===== config.mk =====
export PLATFORM = sky130hd
export DESIGN_NAME = prn_code_gen_flat
export DESIGN_NICKNAME = d
export VERILOG_FILES = /design/src/rtl/prn_code_gen_if.sv /design/src/rtl/prn_code_gen.sv /design/src/flat_wrapper.sv
export SDC_FILE = /design/constraint.sdc
export NUM_CORES = 1
export LEC_CHECK = 0
export BUFFER_PORTS_ARGS = -buffer_cell sky130_fd_sc_hd__buf_2
export CORE_AREA = 2 2 180 182
export DETAILED_ROUTE_END_ITERATION = 10
export DIE_AREA = 0 0 182 184
export GPL_TIMING_DRIVEN = 0
export PLACE_DENSITY = 0.68
export SYNTH_ARGS = -nofsm -noshare
export SYNTH_HDL_FRONTEND = slang
export SYNTH_SLANG_ARGS = --single-unit

===== constraint.sdc =====
create_clock -name clk -period 4.87 [get_ports clk]
set_input_delay 0.7305 -clock clk [delete_from_list [all_inputs] [get_ports clk]]
set_output_delay 0.7305 -clock clk [all_outputs]
set_load 0.05 [all_outputs]

===== src/rtl/prn_code_gen_if.sv =====
// Configuration, strobe and status bundle for prn_code_gen.
// The master side configures and strobes; the slave side is the generator.
interface prn_code_gen_if #(
    parameter int unsigned SR_W    = 32,
    parameter int unsigned CNT_W   = 32,
    parameter int unsigned EP_W    = 16,
    parameter int unsigned RATIO_W = 8
) ();
    logic [SR_W-1:0]    init_state1;
    logic [SR_W-1:0]    init_state2;
    logic [SR_W-1:0]    reset_state1;
    logic [SR_W-1:0]    reset_state2;
    logic [SR_W-1:0]    fb_mask1;
    logic [SR_W-1:0]    fb_mask2;
    logic [SR_W-1:0]    out_mask1;
    logic [SR_W-1:0]    out_mask2;
    logic [CNT_W-1:0]   prn_length;
    logic [CNT_W-1:0]   prn_init;
    logic [EP_W-1:0]    epoch_length;
    logic [RATIO_W-1:0] shift_ratio;
    logic               doinit;
    logic               shift;

    logic [SR_W-1:0]    sr1;
    logic [SR_W-1:0]    sr2;
    logic [CNT_W-1:0]   chip_cnt;
    logic [EP_W-1:0]    epoch_cnt;
    logic               code_out;
    logic               prn_reset;
    logic               epoch_pulse;

    modport master (
        output init_state1, init_state2, reset_state1, reset_state2,
               fb_mask1, fb_mask2, out_mask1, out_mask2,
               prn_length, prn_init, epoch_length, shift_ratio, doinit, shift,
        input  sr1, sr2, chip_cnt, epoch_cnt, code_out, prn_reset, epoch_pulse
    );

    modport slave (
        input  init_state1, init_state2, reset_state1, reset_state2,
               fb_mask1, fb_mask2, out_mask1, out_mask2,
               prn_length, prn_init, epoch_length, shift_ratio, doinit, shift,
        output sr1, sr2, chip_cnt, epoch_cnt, code_out, prn_reset, epoch_pulse
    );
endinterface


===== src/rtl/prn_code_gen.sv =====
// Dual-LFSR PRN code generator with sub-chip divider, chip counter and epoch counter.
// Priority each cycle is reset > doinit > shift; wrap pulses are registered one-cycle strobes.
module prn_code_gen #(
    parameter int unsigned SR_W    = 32,
    parameter int unsigned CNT_W   = 32,
    parameter int unsigned EP_W    = 16,
    parameter int unsigned RATIO_W = 8
) (
    input logic           clk,
    input logic           reset,
    prn_code_gen_if.slave bus
);

    logic [SR_W-1:0]    sr1_q, sr1_d;
    logic [SR_W-1:0]    sr2_q, sr2_d;
    logic [CNT_W-1:0]   chip_q, chip_d;
    logic [EP_W-1:0]    epoch_q, epoch_d;
    logic [RATIO_W-1:0] sub_q, sub_d;
    logic               prn_reset_q, prn_reset_d;
    logic               epoch_pulse_q, epoch_pulse_d;

    logic [CNT_W-1:0]   len_eff;
    logic [EP_W-1:0]    ep_eff;
    logic [RATIO_W-1:0] ratio_eff;
    logic               sub_end;
    logic               chip_end;
    logic               epoch_end;

    function automatic logic [SR_W-1:0] lfsr_step(input logic [SR_W-1:0] s,
                                                   input logic [SR_W-1:0] m);
        return {s[SR_W-2:0], ^(s & m)};
    endfunction

    // Zero-valued lengths/ratios behave as 1; >= keeps a shortened length from overrunning.
    always_comb begin
        len_eff   = (bus.prn_length == '0) ? CNT_W'(1) : bus.prn_length;
        ep_eff    = (bus.epoch_length == '0) ? EP_W'(1) : bus.epoch_length;
        ratio_eff = (bus.shift_ratio == '0) ? RATIO_W'(1) : bus.shift_ratio;
        sub_end   = (sub_q >= ratio_eff - RATIO_W'(1));
        chip_end  = (chip_q >= len_eff - CNT_W'(1));
        epoch_end = (epoch_q >= ep_eff - EP_W'(1));
    end

    always_comb begin
        sr1_d         = sr1_q;
        sr2_d         = sr2_q;
        chip_d        = chip_q;
        epoch_d       = epoch_q;
        sub_d         = sub_q;
        prn_reset_d   = 1'b0;
        epoch_pulse_d = 1'b0;
        if (bus.doinit) begin
            sr1_d   = bus.init_state1;
            sr2_d   = bus.init_state2;
            chip_d  = bus.prn_init;
            sub_d   = '0;
            epoch_d = '0;
        end else if (bus.shift) begin
            if (!sub_end) begin
                sub_d = sub_q + RATIO_W'(1);
            end else begin
                sub_d = '0;
                if (!chip_end) begin
                    chip_d = chip_q + CNT_W'(1);
                    sr1_d  = lfsr_step(sr1_q, bus.fb_mask1);
                    sr2_d  = lfsr_step(sr2_q, bus.fb_mask2);
                end else begin
                    chip_d      = '0;
                    sr1_d       = bus.reset_state1;
                    sr2_d       = bus.reset_state2;
                    prn_reset_d = 1'b1;
                    if (epoch_end) begin
                        epoch_d       = '0;
                        epoch_pulse_d = 1'b1;
                    end else begin
                        epoch_d = epoch_q + EP_W'(1);
                    end
                end
            end
        end
    end

    always_ff @(posedge clk) begin
        if (reset) begin
            sr1_q         <= '0;
            sr2_q         <= '0;
            chip_q        <= '0;
            epoch_q       <= '0;
            sub_q         <= '0;
            prn_reset_q   <= 1'b0;
            epoch_pulse_q <= 1'b0;
        end else begin
            sr1_q         <= sr1_d;
            sr2_q         <= sr2_d;
            chip_q        <= chip_d;
            epoch_q       <= epoch_d;
            sub_q         <= sub_d;
            prn_reset_q   <= prn_reset_d;
            epoch_pulse_q <= epoch_pulse_d;
        end
    end

    assign bus.sr1         = sr1_q;
    assign bus.sr2         = sr2_q;
    assign bus.chip_cnt    = chip_q;
    assign bus.epoch_cnt   = epoch_q;
    assign bus.prn_reset   = prn_reset_q;
    assign bus.epoch_pulse = epoch_pulse_q;
    assign bus.code_out    = (^(sr1_q & bus.out_mask1)) ^ (^(sr2_q & bus.out_mask2));

endmodule


===== src/flat_wrapper.sv =====
// flat-port wrapper written by rule: the top's interface ports become plain ports
module prn_code_gen_flat 
#(
    parameter int unsigned SR_W    = 32,
    parameter int unsigned CNT_W   = 32,
    parameter int unsigned EP_W    = 16,
    parameter int unsigned RATIO_W = 8
)
  (clk, reset, bus_init_state1, bus_init_state2, bus_reset_state1, bus_reset_state2, bus_fb_mask1, bus_fb_mask2, bus_out_mask1, bus_out_mask2, bus_prn_length, bus_prn_init, bus_epoch_length, bus_shift_ratio, bus_doinit, bus_shift, bus_sr1, bus_sr2, bus_chip_cnt, bus_epoch_cnt, bus_code_out, bus_prn_reset, bus_epoch_pulse);
  prn_code_gen_if #(.SR_W(SR_W), .CNT_W(CNT_W), .EP_W(EP_W), .RATIO_W(RATIO_W)) bus_i ();
  input logic clk;
  input logic reset;
  input wire logic [$bits(bus_i.init_state1)-1:0] bus_init_state1;
  input wire logic [$bits(bus_i.init_state2)-1:0] bus_init_state2;
  input wire logic [$bits(bus_i.reset_state1)-1:0] bus_reset_state1;
  input wire logic [$bits(bus_i.reset_state2)-1:0] bus_reset_state2;
  input wire logic [$bits(bus_i.fb_mask1)-1:0] bus_fb_mask1;
  input wire logic [$bits(bus_i.fb_mask2)-1:0] bus_fb_mask2;
  input wire logic [$bits(bus_i.out_mask1)-1:0] bus_out_mask1;
  input wire logic [$bits(bus_i.out_mask2)-1:0] bus_out_mask2;
  input wire logic [$bits(bus_i.prn_length)-1:0] bus_prn_length;
  input wire logic [$bits(bus_i.prn_init)-1:0] bus_prn_init;
  input wire logic [$bits(bus_i.epoch_length)-1:0] bus_epoch_length;
  input wire logic [$bits(bus_i.shift_ratio)-1:0] bus_shift_ratio;
  input wire logic [$bits(bus_i.doinit)-1:0] bus_doinit;
  input wire logic [$bits(bus_i.shift)-1:0] bus_shift;
  output wire logic [$bits(bus_i.sr1)-1:0] bus_sr1;
  output wire logic [$bits(bus_i.sr2)-1:0] bus_sr2;
  output wire logic [$bits(bus_i.chip_cnt)-1:0] bus_chip_cnt;
  output wire logic [$bits(bus_i.epoch_cnt)-1:0] bus_epoch_cnt;
  output wire logic [$bits(bus_i.code_out)-1:0] bus_code_out;
  output wire logic [$bits(bus_i.prn_reset)-1:0] bus_prn_reset;
  output wire logic [$bits(bus_i.epoch_pulse)-1:0] bus_epoch_pulse;
  assign bus_i.init_state1 = bus_init_state1;
  assign bus_i.init_state2 = bus_init_state2;
  assign bus_i.reset_state1 = bus_reset_state1;
  assign bus_i.reset_state2 = bus_reset_state2;
  assign bus_i.fb_mask1 = bus_fb_mask1;
  assign bus_i.fb_mask2 = bus_fb_mask2;
  assign bus_i.out_mask1 = bus_out_mask1;
  assign bus_i.out_mask2 = bus_out_mask2;
  assign bus_i.prn_length = bus_prn_length;
  assign bus_i.prn_init = bus_prn_init;
  assign bus_i.epoch_length = bus_epoch_length;
  assign bus_i.shift_ratio = bus_shift_ratio;
  assign bus_i.doinit = bus_doinit;
  assign bus_i.shift = bus_shift;
  assign bus_sr1 = bus_i.sr1;
  assign bus_sr2 = bus_i.sr2;
  assign bus_chip_cnt = bus_i.chip_cnt;
  assign bus_epoch_cnt = bus_i.epoch_cnt;
  assign bus_code_out = bus_i.code_out;
  assign bus_prn_reset = bus_i.prn_reset;
  assign bus_epoch_pulse = bus_i.epoch_pulse;
  prn_code_gen #(.SR_W(SR_W), .CNT_W(CNT_W), .EP_W(EP_W), .RATIO_W(RATIO_W)) u_core (.clk(clk), .reset(reset), .bus(bus_i));
endmodule

==> flow_summary_export.csv <==
group,metric,value,unit
outcome,status,"complete, no violations",
clock_tree,h-tree-depth,4,
logic_synthesis,syn_nets,1794,
clock_tree,hold_buffers,0,
logic_synthesis,yosysWarnings,0,
hold_path,worstHoldPathType,"input port to flop",
global_route,grt_max_degree,17,
hold_path,min_from,"bus_init_state2[21]",
sta,hold_viol,0,
critical_path,r2r.worst_path.cells,11,
critical_path,crit_type,"input port to flop",
routing,first_iter_violations,1106,
critical_path,startpoint_type,"input port",
layout,fin_nets,2301,
placement,gp_congestion,1.03,
sta,fmax,207,MHz
sta,drv_slew,0,
sta,setup_ws,0.0388,ns
clock_tree,clock_latency,0.43,ns
clock_tree,cts_made_buffers,17,
sta,rsz0062_at_grt,"true",
routing,drt_wl_total,52100,microns
routing,drc,0,
routing,first_pass_iters,6,
clock_tree,cts.sinks,122,
routing,wire_per_inst,22.5,microns
logic_synthesis,synth_top_area_cell,"dfxtp_1",
logic_synthesis,seq_area_frac_synth,23.9,%
critical_path,crit_start,"bus_prn_length[10]",
critical_path,r2r_setup_slack,1.56,ns
routing,ant_nets,0,
routing,vias,12800,
sta,max_slew_margin,31.9,%
sta,worstMarginPinSlew,1.01,ns
global_route,antenna_found_initial,9,
clock_tree,cts_tree,"yes",
critical_path,r2r-end,"u_core.bus.sr2[31]$_SDFFE_PP0P_",
layout,final_layout_size_suffix_gt1_share,31.4,%
logic_synthesis,yosys.area.top_type_share,23.9,%
critical_path,crit_end,"u_core.bus.chip_cnt[5]$_SDFFE_PP0P_",
power_and_ir_drop,p_leak,6.33,nW
layout,fin_util,45.9,%
floorplanning,fp.dieH,184,microns
job,cap_violations,0,
routing,viasPerCell,5.54,
sta,period_share,99.2,%
logic_synthesis,syn_inst,1384,
placement,numPortBuffers,460,
floorplanning,start_util,32.5,%
layout,fillers,3215,
logic_synthesis,avgSynthCellArea,7.38,sq um
sta,min_period,4.83,ns
clock_tree,clk_path_buf_depth,2,
floorplanning,die_width,182,microns
power_and_ir_drop,powerDensity,268,mW/mm^2
logic_synthesis,synth_cell_types,62,
floorplanning,core,0.0314,sq mm
critical_path,crit_fanout,10,
layout,layout_common_cells,"buf_2 (465), nand2_1 (239), o21ai_0 (151), xnor2_1 (131), dfxtp_1 (122)",
logic_synthesis,async_flop_share,0,%
power_and_ir_drop,peakVddDrop,0.233,mV
sta,fin_setup_tns,0,ns
layout,mostFrequentLayoutCell,"buf_2",
layout,area_delta_synth_final,41.0,%
logic_synthesis,synth.area.top_cells,"dfxtp_1 (24%), xnor2_1 (11%), nand2_1 (8.8%)",
critical_path,r2r_start,"u_core.sub_q[0]$_SDFFE_PP0P_",
global_route,grtUsageTotal,29.3,%
sta,fin_hold_ws,0.499,ns
logic_synthesis,dominantRegCellSynth,"dfxtp_1",
global_route,grt_pass1_wl,74100,microns
placement,pre_cts_slack,-2.06,ns
sta,final-setup-viol-count,0,
floorplanning,rows,65,
floorplanning,die_area,0.0335,sq mm
placement,hpwl,40700,microns
global_route,grt_remaining_overflow,0,
logic_synthesis,ys_seq_elements,122,
floorplanning,io_pins,463,
sta,clock_skew,0.0232,ns
clock_tree,path_clk_slew,0.07,ns
clock_tree,root_buffer,"clkbuf_16",
logic_synthesis,syn_area,0.0102,sq mm
critical_path,endpoint_kind,"flop",
logic_synthesis,synth_edf_count,0,
global_route,grt_pass1_vias,12500,
critical_path,worstPathArrival,5.16,ns
critical_path,required,5.20,ns
[area by class of cell]
| class | instances | area [sq um] | area share, % |
|---|---|---|---|
| well taps | 402 | 503 | 3.49 |
| multi-input cells | 1148 | 7620 | 52.9 |
| diodes | 10 | 25.0 | 0.174 |
| inverters | 36 | 135 | 0.938 |
| clock inverters | 14 | 186 | 1.29 |
| clock buffers | 18 | 439 | 3.05 |
| flip-flops and latches | 122 | 2440 | 17.0 |
| repair buffers | 490 | 2650 | 18.4 |
| plain buffers | 76 | 393 | 2.73 |
[how the worst min path moves through the flow]
stage                                                 endpoint  slack [ns]  cells past startpoint
after CTS                 u_core.bus.chip_cnt[29]$_SDFFE_PP0P_        0.49                      3
after floorplan                   u_core.sub_q[7]$_SDFFE_PP0P_        0.49                      2
final                          u_core.bus.sr2[21]$_SDFFE_PP0P_        0.50                      3
after detailed placement          u_core.sub_q[1]$_SDFFE_PP0P_        0.53                      2
after global placement            u_core.sub_q[7]$_SDFFE_PP0P_        0.51                      2
after global routing      u_core.bus.chip_cnt[29]$_SDFFE_PP0P_        0.49                      3
[registers in the layout, indices dropped and copies added, names as in the netlist]
name                    flops
u_core.bus.chip_cnt        32
u_core.bus.sr1             32
u_core.bus.sr2             32
u_core.bus.epoch_cnt       16
u_core.sub_q                8
u_core.bus.epoch_pulse      1
u_core.bus.prn_reset        1
[critical path: stages]
cell and delay (ns):
buf_2 0.11, or4_4 0.57, nor3_4 0.24, nand3_2 0.12, nor2_4 0.16, a31oi_4 0.12, ha_4 0.18, nor3b_4 0.17
nand3_4 0.12, buf_12 0.11, nor4_4 0.04, nor2b_4 0.14, xnor2_2 0.13, ha_1 0.31, nand4_1 0.18, nor2_1 0.07
o31a_1 0.13, a2111oi_4 0.30, buf_6 0.19, buf_8 0.13, buf_4 0.22, clkbuf_8 0.21, nand4_1 0.09, o21a_1 0.14
a221oi_1 0.21
[what timing repair did]
action | 4_1_cts | 5_1_grt
cloned | 0 | 4
pin swaps | 5 | 32
buffers inserted | 7 | 18
resized for setup | 44 | 94
endpoints found under the hold margin | 0 | 0
endpoints found under the setup margin | 114 | 113
[routing by layer]
metal	global-route usage (%)	share of wire, %	wire (microns)	vias to the layer above
met5	0	0	0	-
met4	12.5	3.9	2050	0
met3	5.11	7.5	3930	101
met2	52.3	50	26100	689
met1	34.7	38	20000	6034
li1	-	-	-	6013
[power by group]
group | internal [mW] | switching, mW
clock network | 0.835 | 0.568
registers | 1.05 | 0.121
logic | 0.494 | 0.792
[per-stage QoR]
stage / power (mW) / instance area (sq um) / cells
3_3_place_gp: 2.35 / 13000 / 2246
2_1_floorplan: 1.88 / 10200 / 1384
4_1_cts: 3.79 / 13900 / 2286
5_1_grt: 4.00 / 14400 / 2311
6_report: 3.86 / 14400 / 2316
3_5_place_dp: 2.36 / 13000 / 2247
[cell families after synthesis]
| kind of cell | synth area share, % |
|---|---|
| AND/OR/NAND/NOR | 25.4 |
| AO/OA/AOI/OAI | 23.2 |
| XOR/XNOR | 15.3 |
| flip-flops | 23.9 |
| buffers and inverters | 4.28 |
| adder cells (fa/ha/maj) | 7.60 |
| multiplexers | 0.306 |
[synth_stat cells (5+ instances only)]
cell        n
a32o_1     12
nor3_1     42
o21ai_0   164
dfxtp_1   122
or4_1       5
and2_1      9
or3_1       7
nor4_1     23
xor2_1     46
ha_1       62
nand3_1    29
nor3b_1    10
a21oi_1    44
nor2_1     48
inv_1      36
a211oi_1   61
nor2b_1    13
xnor2_1   132
and3_1     70
nand2_1   239
a21o_1     17
a221oi_1   22
a21boi_0    6
clkbuf_1   72
nand4_1    19
(Power assumes the default switching activity.)
